<file path="src/rtl/fetch_unit_if.sv">
// Signal bundle around fetch_unit: instruction-memory read port, core redirect, decode handshake.
// master = fetch_unit side, slave = memory/core/decode side.
interface fetch_unit_if #(
    parameter int XLEN = 32
);
    logic            imem_req;
    logic [XLEN-1:0] imem_addr;
    logic            imem_ack;
    logic [31:0]     imem_rdata;
    logic            redirect_valid;
    logic [XLEN-1:0] redirect_pc;
    logic            out_valid;
    logic [XLEN-1:0] out_pc;
    logic [31:0]     out_instr;
    logic            out_ready;

    modport master (
        output imem_req, imem_addr,
        input  imem_ack, imem_rdata,
        input  redirect_valid, redirect_pc,
        output out_valid, out_pc, out_instr,
        input  out_ready
    );

    modport slave (
        input  imem_req, imem_addr,
        output imem_ack, imem_rdata,
        output redirect_valid, redirect_pc,
        input  out_valid, out_pc, out_instr,
        output out_ready
    );
endinterface

</file>
<file path="src/rtl/fetch_unit.sv">
// Instruction fetch stage: PC, single-outstanding imem reads, 2-entry {pc, instr} queue to decode.
// Optional FETCH_PERF_EN adds the fetch_count output (accepted-instruction counter).
module fetch_unit #(
    parameter int              XLEN     = 32,
    parameter logic [XLEN-1:0] RESET_PC = '0
) (
    input logic          clk,
    input logic          reset,
    fetch_unit_if.master bus
`ifdef FETCH_PERF_EN
    ,
    output logic [31:0]  fetch_count
`endif
);

    typedef enum logic [1:0] {
        IDLE,
        WAIT,
        DRAIN
    } state_e;

    typedef struct packed {
        logic [XLEN-1:0] pc;
        logic [31:0]     instr;
    } entry_t;

    state_e          state_q, state_d;
    logic [1:0]      count_q, count_d;
    logic [XLEN-1:0] fetch_pc_q, fetch_pc_d;
    logic            req_q, req_d;
    logic [XLEN-1:0] addr_q, addr_d;
    entry_t          head_q, head_d;
    entry_t          tail_q, tail_d;

    logic            pop;
    logic            push;
    logic            outstanding_next;
    logic            issue;
    logic [1:0]      count_after_pop;
    logic            unused_redirect_lsbs;

    assign unused_redirect_lsbs = ^bus.redirect_pc[1:0];

    assign pop  = (count_q != 2'd0) && bus.out_ready;
    // Only a WAIT-state ack without a simultaneous redirect carries data worth keeping.
    assign push = (state_q == WAIT) && bus.imem_ack && !bus.redirect_valid;

    // NOTE: combinational blocks assign every output a default first, so no path leaves
    // a variable unassigned and no latch is inferred.
    always_comb begin
        head_d          = head_q;
        tail_d          = tail_q;
        count_after_pop = count_q - {1'b0, pop};
        if (pop) begin
            head_d = tail_q;
        end
        if (push) begin
            if (count_after_pop == 2'd0) begin
                head_d = entry_t'{pc: addr_q, instr: bus.imem_rdata};
            end else begin
                tail_d = entry_t'{pc: addr_q, instr: bus.imem_rdata};
            end
        end
        if (bus.redirect_valid) begin
            count_d = 2'd0;
        end else begin
            count_d = count_after_pop + {1'b0, push};
        end
    end

    always_comb begin
        state_d          = state_q;
        fetch_pc_d       = fetch_pc_q;
        outstanding_next = 1'b0;
        if (state_q != IDLE) begin
            outstanding_next = !bus.imem_ack;
        end

        if (bus.redirect_valid) begin
            fetch_pc_d = {bus.redirect_pc[XLEN-1:2], 2'b00};
        end else if (push) begin
            fetch_pc_d = fetch_pc_q + XLEN'(4);
        end

        // Never let the queue plus in-flight reads exceed its two slots.
        issue = !outstanding_next && (count_d != 2'd2);

        case (state_q)
            IDLE: begin
                if (issue) state_d = WAIT;
            end
            WAIT: begin
                if (bus.imem_ack) begin
                    state_d = issue ? WAIT : IDLE;
                end else if (bus.redirect_valid) begin
                    state_d = DRAIN;
                end
            end
            DRAIN: begin
                if (bus.imem_ack) state_d = issue ? WAIT : IDLE;
            end
            default: state_d = IDLE;
        endcase

        req_d  = outstanding_next || issue;
        addr_d = issue ? fetch_pc_d : addr_q;
    end

    // NOTE: sequential state uses non-blocking assignments so every flop samples the
    // pre-edge values regardless of statement order.
    always_ff @(posedge clk) begin
        if (reset) begin
            state_q    <= IDLE;
            count_q    <= 2'd0;
            fetch_pc_q <= RESET_PC;
            req_q      <= 1'b0;
            addr_q     <= RESET_PC;
            // NOTE: queue storage is reset because the head drives out_pc/out_instr directly
            // and those must read zero out of reset.
            head_q     <= '0;
            tail_q     <= '0;
        end else begin
            state_q    <= state_d;
            count_q    <= count_d;
            fetch_pc_q <= fetch_pc_d;
            req_q      <= req_d;
            addr_q     <= addr_d;
            head_q     <= head_d;
            tail_q     <= tail_d;
        end
    end

    assign bus.imem_req  = req_q;
    assign bus.imem_addr = addr_q;
    assign bus.out_valid = (count_q != 2'd0);
    assign bus.out_pc    = head_q.pc;
    assign bus.out_instr = head_q.instr;

`ifdef FETCH_PERF_EN
    logic [31:0] fetch_count_q;

    always_ff @(posedge clk) begin
        if (reset) begin
            fetch_count_q <= 32'd0;
        end else if (pop) begin
            fetch_count_q <= fetch_count_q + 32'd1;
        end
    end

    assign fetch_count = fetch_count_q;
`endif

endmodule

</file>
<file path="src/flat_wrapper.sv">
// flat-port wrapper written by rule: the top's interface ports become plain ports
module fetch_unit_flat 
#(
    parameter int              XLEN     = 32,
    parameter logic [XLEN-1:0] RESET_PC = '0
)
  (clk, reset, bus_imem_req, bus_imem_addr, bus_imem_ack, bus_imem_rdata, bus_redirect_valid, bus_redirect_pc, bus_out_valid, bus_out_pc, bus_out_instr, bus_out_ready);
  fetch_unit_if #(.XLEN(XLEN)) bus_i ();
  input logic clk;
  input logic reset;
  output wire logic [$bits(bus_i.imem_req)-1:0] bus_imem_req;
  output wire logic [$bits(bus_i.imem_addr)-1:0] bus_imem_addr;
  input wire logic [$bits(bus_i.imem_ack)-1:0] bus_imem_ack;
  input wire logic [$bits(bus_i.imem_rdata)-1:0] bus_imem_rdata;
  input wire logic [$bits(bus_i.redirect_valid)-1:0] bus_redirect_valid;
  input wire logic [$bits(bus_i.redirect_pc)-1:0] bus_redirect_pc;
  output wire logic [$bits(bus_i.out_valid)-1:0] bus_out_valid;
  output wire logic [$bits(bus_i.out_pc)-1:0] bus_out_pc;
  output wire logic [$bits(bus_i.out_instr)-1:0] bus_out_instr;
  input wire logic [$bits(bus_i.out_ready)-1:0] bus_out_ready;
  assign bus_imem_req = bus_i.imem_req;
  assign bus_imem_addr = bus_i.imem_addr;
  assign bus_i.imem_ack = bus_imem_ack;
  assign bus_i.imem_rdata = bus_imem_rdata;
  assign bus_i.redirect_valid = bus_redirect_valid;
  assign bus_i.redirect_pc = bus_redirect_pc;
  assign bus_out_valid = bus_i.out_valid;
  assign bus_out_pc = bus_i.out_pc;
  assign bus_out_instr = bus_i.out_instr;
  assign bus_i.out_ready = bus_out_ready;
  fetch_unit #(.XLEN(XLEN), .RESET_PC(RESET_PC)) u_core (.clk(clk), .reset(reset), .bus(bus_i));
endmodule
</file>
<file path="config.mk">
export PLATFORM = sky130hd
export DESIGN_NAME = fetch_unit_flat
export DESIGN_NICKNAME = d
export VERILOG_FILES = /design/src/rtl/fetch_unit_if.sv /design/src/rtl/fetch_unit.sv /design/src/flat_wrapper.sv
export SDC_FILE = /design/constraint.sdc
export NUM_CORES = 1
export LEC_CHECK = 0
export BUFFER_PORTS_ARGS = -buffer_cell sky130_fd_sc_hd__buf_2
export CORE_MARGIN = 1
export CORE_UTILIZATION = 51
export CTS_CLUSTER_DIAMETER = 200
export DETAILED_ROUTE_END_ITERATION = 10
export PLACE_DENSITY = 0.75
export REMOVE_ABC_BUFFERS = 1
export SETUP_SLACK_MARGIN = 0.1
export SYNTH_ARGS = -nofsm -noshare
export SYNTH_HDL_FRONTEND = slang
export SYNTH_SLANG_ARGS = --single-unit
</file>
<file path="constraint.sdc">
create_clock -name clk -period 8.65 [get_ports clk]
set_input_delay 1.73 -clock clk [delete_from_list [all_inputs] [get_ports clk]]
set_output_delay 1.73 -clock clk [all_outputs]
set_load 0.01 [all_outputs]
</file>
==> results of run 1 <==
[tightest hold or removal path: stages (launching register included)]
cell and delay (ps):
dfxtp_1 310, nand2_1 50, a21oi_1 50
[logic make-up after synthesis]
family | after synthesis | synth area share [%]
xor gates and xnor gates | 11 | 1.34
and+or+nand+nor | 381 | 20.6
buffers and inverters | 84 | 3.99
muxes | 69 | 8.42
adders and majority gates | 4 | 0.579
AOI/OAI and AO/OA | 210 | 17.1
DFF | 197 | 48.0
[metrics by stage]
stage | area (µm²) | power, mW | std cells | worst slack, ps | util, %
floorplan | 7920 | 1.11 | 879 | 1370 | -
global placement | 9110 | 1.20 | 1268 | 3790 | 57.6
detailed placement | 9110 | 1.20 | 1268 | 3690 | 57.6
CTS | 9730 | 2.01 | 1300 | 4110 | 61.5
global route | 9730 | 2.08 | 1300 | 3860 | 61.5
finish | 9730 | 2.00 | 1300 | 4110 | 61.5
[sequential cells by signal, indices dropped and copies added, names as in the netlist]
signal and count:
u_core.bus.imem_addr 32, u_core.bus.imem_req 1, u_core.bus.out_instr 32, u_core.bus.out_pc 32
u_core.count_q 2, u_core.fetch_pc_q 32, u_core.state_q 2, u_core.tail_q 64
[worst paths after layout]
kind / from / to / slack [ps] / cells past startpoint
worst max-delay path: bus_imem_ack / u_core.bus.imem_addr[23]$_SDFFE_PP0P_ / 4110 / 9
worst min-delay path: u_core.tail_q[27]$_SDFFE_PP0P_ / u_core.tail_q[27]$_SDFFE_PP0P_ / 450 / 2
worst max register to register: u_core.count_q[1]$_SDFF_PP0_ / u_core.bus.imem_addr[23]$_SDFFE_PP0P_ / 4830 / 11
worst min register to register: u_core.tail_q[27]$_SDFFE_PP0P_ / u_core.tail_q[27]$_SDFFE_PP0P_ / 450 / 2
[final cells by class]
| cell class | instances | area (µm²) |
|---|---|---|
| sequential | 197 | 3940 |
| tap | 216 | 270 |
| inverter | 7 | 26.3 |
| clock inverter | 10 | 121 |
| timing repair buffer | 173 | 895 |
| multi-input combinational | 675 | 3980 |
| clock buffer | 22 | 494 |
| fill | 1464 | 6100 |
[power groups by stage]
stage                     Clock (mW)  Combinational [mW]  Sequential, mW
after global placement             0               0.194            1.00
after floorplan                    0              0.0964            1.01
final                          0.814               0.197           0.985
after global routing           0.871               0.219           0.990
after detailed placement           0               0.198            1.01
after CTS                      0.828               0.199           0.985
[layer usage]
layer | GRT usage [%] | wire (µm) | up-vias
li1 | - | - | 3606
met3 | 7.03 | 1330 | 20
met5 | 0 | 13 | -
met4 | 5.95 | 188 | 2
met1 | 31.6 | 9350 | 3335
met2 | 40.1 | 9030 | 206
[placed cells by master, fill, tap and decap left out, types with 4 or more instances in the layout]
cell type,instances
o41ai_1,7
xor2_1,7
buf_4,9
or4_1,4
inv_1,6
dfxtp_1,197
o31a_1,5
a31o_2,4
buf_2,163
clkinv_4,5
o21a_1,4
nand4_1,11
mux2i_1,68
and3_1,8
clkbuf_8,5
and2_1,4
nor2_1,98
nand2_1,168
o31ai_1,4
nand3_1,24
nor4_1,7
clkbuf_16,17
nor3_1,25
o21ai_0,10
a211oi_1,67
o22ai_1,9
nand2b_1,8
a21oi_1,78
or3_1,4
==> flow_summary.ini, run 1 <==
[sta]
fmax_mhz = 220
period_minus_slack_ps = 4540
worst_pin_slew_ps = 1280
rsz0062_at_grt = no
period_share_pct = 52.4
setup_viol = 0
hold_slack_ps = 452
drv_slew = 0
tns_ps = 0
final-hold-violation-count = 0
slew_headroom_pct = 13.7
final.setup_skew_ps = 7.46

[detailed_routing]
via_per_inst = 5.51
drc_errors = 0
routed_wl_um = 19900
drtIter0Drc = 441
ant_nets = 0
route.vias.total = 7169
avgRoutedWirePerCell_um = 15.3
dr.pass1.iters = 5

[grt]
antenna_found_initial = 1
grt_pass1_vias = 6523
overflow = 0
grt_pass1_wl_um = 32300
grt_max_degree = 103
track_usage_pct = 24.4

[synth]
synth-async-reset-ratio_pct = 0
synthFlopType = dfxtp_1
synth_edf_count = 0
synth_area_um2 = 8220
ys_top_cells_by_count = 197 x dfxtp_1, 170 x nand2_1, 98 x nor2_1
synth_warnings = 0
postSynthAreaPerCell_um2 = 8.59
ys_types = 55
synthCells = 956
yosys-top-cells-area = dfxtp_1 48%, mux2i_1 8.3%, nand2_1 7.8%, a211oi_1 6.1%, a21oi_1 4.8%
ys_seq_elements = 197
yosysMostFrequentCell = dfxtp_1
ys_seq_area_share_pct = 48.0
yosys.area.top_type = dfxtp_1
synth_top_area_share_pct = 48.0

[clocking]
post_cts.repair.setup_buffers = 0
cts_tree = yes
clkSinkCount = 197
clk_latency_ps = 430
htreeDepth = 4
hold_buffers = 0
numCtsBuffers = 17
cts_root_buf = clkbuf_16
cts.repair.resized = 0
clk_pin_slew_ps = 70
cts_buffer_depth = 2

[power_and_ir_drop]
p_int_mw = 1.50
p_sw_uw = 499
combPwrFrac_pct = 9.9
pwr_density_cell_nw_per_um2 = 205
clockPowerShare_pct = 40.8
vdd_drop_max_mv = 0.130
p_seq_share_pct = 49.3
p_leak_nw = 4.34
switching_share_pct = 25.0

[critical_path]
crit_arrival_ps = 4910
critPathBufInv = 1
startpoint_type = input port
endpoint_kind = register
worst_path_largest_cell_delay_ps = 1010
crit_chain = buf_2 -> nand3b_1 -> nor2_1 -> ha_1 -> xnor3_1 -> nor3_1 -> nand2b_1 -> nand3_1 -> a21bo_2
worst_ep_required_time_ps = 9020
crit_path_top_delay_cell = nand2b_1
cp_max_fo = 28
critPathTopFamily = simple AND/OR/NAND/NOR gates
critPathKind = in -> reg

[place]
dp_hpwl_um = 12700
place.gp.congestion = 0.843
io_buffers = 164

[finish]
area_growth_pct = 18.4
nNetsFinal = 1143
drive_gt1_share_pct = 20.7
diodes = 0

[job]
cap_violations = 0

[floorplanning]
die_h_um = 129
io_pins = 167
fp.dieW_um = 129
start_util_pct = 51.9
rows = 46
die-area_um2 = 16600
core_area_um2 = 15800

[min_path]
hold_path_class = reg -> reg

[status]
status = completed
Power figures use the tool's default switching activity.
==> run 2: changes to the inputs <==
--- a/config.mk
+++ b/config.mk
@@ -5,6 +5,7 @@
 export SDC_FILE = /design/constraint.sdc
 export NUM_CORES = 1
 export LEC_CHECK = 0
+export ABC_AREA = 1
 export BUFFER_PORTS_ARGS = -buffer_cell sky130_fd_sc_hd__buf_2
 export CORE_MARGIN = 1
 export CORE_UTILIZATION = 51
==> constraint.sdc (replaced) <==
create_clock -name clk -period 4.2 [get_ports clk]
set_input_delay 0.84 -clock clk [delete_from_list [all_inputs] [get_ports clk]]
set_output_delay 0.84 -clock clk [all_outputs]
set_load 0.01 [all_outputs]
==> run 2 against run 1 <==
  * Power grew 110%
  * Sequential cell count is the same
  * Hold slack lost 1.3 ps
  * Die area grew 4.0%
  * Non-clock buffer count is the same
  * Final cell count grew 16%
  * Synthesized cell count grew 22%
  * Critical endpoint is now u_core.bus.imem_addr[9]$_SDFFE_PP0P_
  * Largest cell class unchanged
  * Largest power group unchanged
==> flow_summary.ini, run 2 <==
[synth]
yosysMostFrequentCell = nand2_1
synth_warnings = 0
synth_area_um2 = 8550
ys_top_cells_by_count = 260 x nand2_1, 229 x nor2_1, 197 x dfxtp_1
synth_top_area_share_pct = 46.1
synthFlopType = dfxtp_1
postSynthAreaPerCell_um2 = 7.30
yosys.area.top_type = dfxtp_1
synth-async-reset-ratio_pct = 0
ys_seq_elements = 197
synth_edf_count = 0
synthCells = 1171
ys_seq_area_share_pct = 46.1
ys_types = 41
yosys-top-cells-area = dfxtp_1 46%, nand2_1 11%, nor2_1 10%, o21ai_0 6.8%, a311oi_2 3.5%

[sta]
final-hold-violation-count = 0
slew_headroom_pct = 41.7
final.setup_skew_ps = 4.96
fmax_mhz = 358
period_share_pct = 66.6
period_minus_slack_ps = 2800
worst_pin_slew_ps = 875
rsz0062_at_grt = no
setup_viol = 0
fin_ws_ps = 1400
drv_slew = 0

[critical_path]
worst_ep_required_time_ps = 4520
crit_chain = buf_2 -> buf_4 -> nor2_8 -> ha_1 -> or2_1 -> nand3_1 -> nor2_2 -> nor2_8 -> nand3_1 -> o211ai_1 -> inv_2
startpoint_type = input port
critPathKind = in -> reg
endpoint_kind = register
worst_path_largest_cell_delay_ps = 640
cp_max_fo = 64
crit_path_top_delay_cell = nor2_8
crit_arrival_ps = 3120

[clocking]
cts_root_buf = clkbuf_16
hold_buffers = 0
clk_latency_ps = 430
clk_pin_slew_ps = 70
cts_buffer_depth = 2
numCtsBuffers = 17
clkSinkCount = 197
htreeDepth = 4
post_cts.repair.setup_buffers = 0
cts.repair.resized = 0
cts_tree = yes

[place]
io_buffers = 164
pre_cts_ws_ps = 999
dp_hpwl_um = 13000
dpl_cell_area_um2 = 9350
place.gp.congestion = 0.857

[min_path]
hold_path_class = reg -> reg

[floorplanning]
core_area_um2 = 16100
rows = 46
start_util_pct = 53.1
die_h_um = 131
die-area_um2 = 17300
fp.dieW_um = 131
io_pins = 167

[finish]
area_growth_pct = 16.4
diodes = 0
fillers = 1514
final_cell_mix = 258 x nand2_1, 229 x nor2_1, 197 x dfxtp_1, 163 x buf_2, 116 x o21ai_0
final_core_util_pct = 61.8
largest_register_ffs = 64
final_cell_area_um2 = 9960
nNetsFinal = 1359
drive_gt1_share_pct = 19.1
layout_commonest_cell = nand2_1
regMostFlops = u_core.tail_q

[power_and_ir_drop]
vdd_drop_max_mv = 0.287
pwr_density_cell_nw_per_um2 = 424
p_leak_nw = 4.41
power.total_mw = 4.23

[detailed_routing]
drtIter0Drc = 487
routed_wl_um = 20900
ant_nets = 0
route.vias.total = 7883
via_per_inst = 5.21
drc_errors = 0
dr.pass1.iters = 5
avgRoutedWirePerCell_um = 13.8

[grt]
overflow = 0
grt_pass1_vias = 7344
grt_pass1_wl_um = 34700
antenna_found_initial = 0
track_usage_pct = 24.4
grt_max_degree = 92

[job]
cap_violations = 0

[status]
status = completed
-- run 2: cell type report --
cell class	instances	area [µm²]	area share [%]
Clock buffer	20	457	4.59
Multi-Input combinational cell	822	3950	39.7
Timing Repair Buffer	173	891	8.95
Inverter	76	289	2.90
Clock inverter	9	153	1.53
Sequential cell	197	3940	39.6
Tap cell	216	270	2.71
-- run 2: critical path, delay by kind of cell --
family          cells  cell delay, ps
fa+ha+maj           1             230
compound gates      1             160
simple gates        6            1330
buf+inv             3             530
-- run 2: cell families after synthesis --
logic type	share of synthesized area [%]
AO/OA/AOI/OAI	17.0
multiplexers	0.117
buffers and inverters	7.70
XOR/XNOR	0.922
AND/OR/NAND/NOR	27.7
adder cells (fa/ha/maj)	0.439
flip-flops	46.1
-- run 2: final timing paths --
check	start	end	slack [ps]	cells after the start
worst min-delay path	u_core.fetch_pc_q[1]$_SDFF_PP0_	u_core.fetch_pc_q[1]$_SDFF_PP0_	450	2
worst max register to register	u_core.count_q[0]$_SDFF_PP0_	u_core.bus.imem_addr[9]$_SDFFE_PP0P_	1580	14
worst min register to register	u_core.fetch_pc_q[1]$_SDFF_PP0_	u_core.fetch_pc_q[1]$_SDFF_PP0_	450	2
worst max-delay path	bus_redirect_valid	u_core.bus.imem_addr[9]$_SDFFE_PP0P_	1400	11
-- run 2: per-layer routing --
metal | global-route usage [%] | part of all wire [%]
met1 | 30.9 | 47
met2 | 41.5 | 47
met3 | 4.24 | 4.9
met4 | 8.46 | 1.4
met5 | 0 | 0
-- run 2: power by group --
part	leakage, nW	switching, mW	internal (mW)
Combinational	2.50	0.292	0.180
Clock	0.302	0.692	1.02
Sequential	1.61	0.0755	1.97
-- run 2: metrics by stage --
stage,cells,hold slack (ps),setup TNS [ps]
after floorplan,1095,425,-147180
after CTS,1513,454,0
after global routing,1513,492,0
after detailed placement,1484,441,0
after global placement,1484,439,0
final,1513,450,0
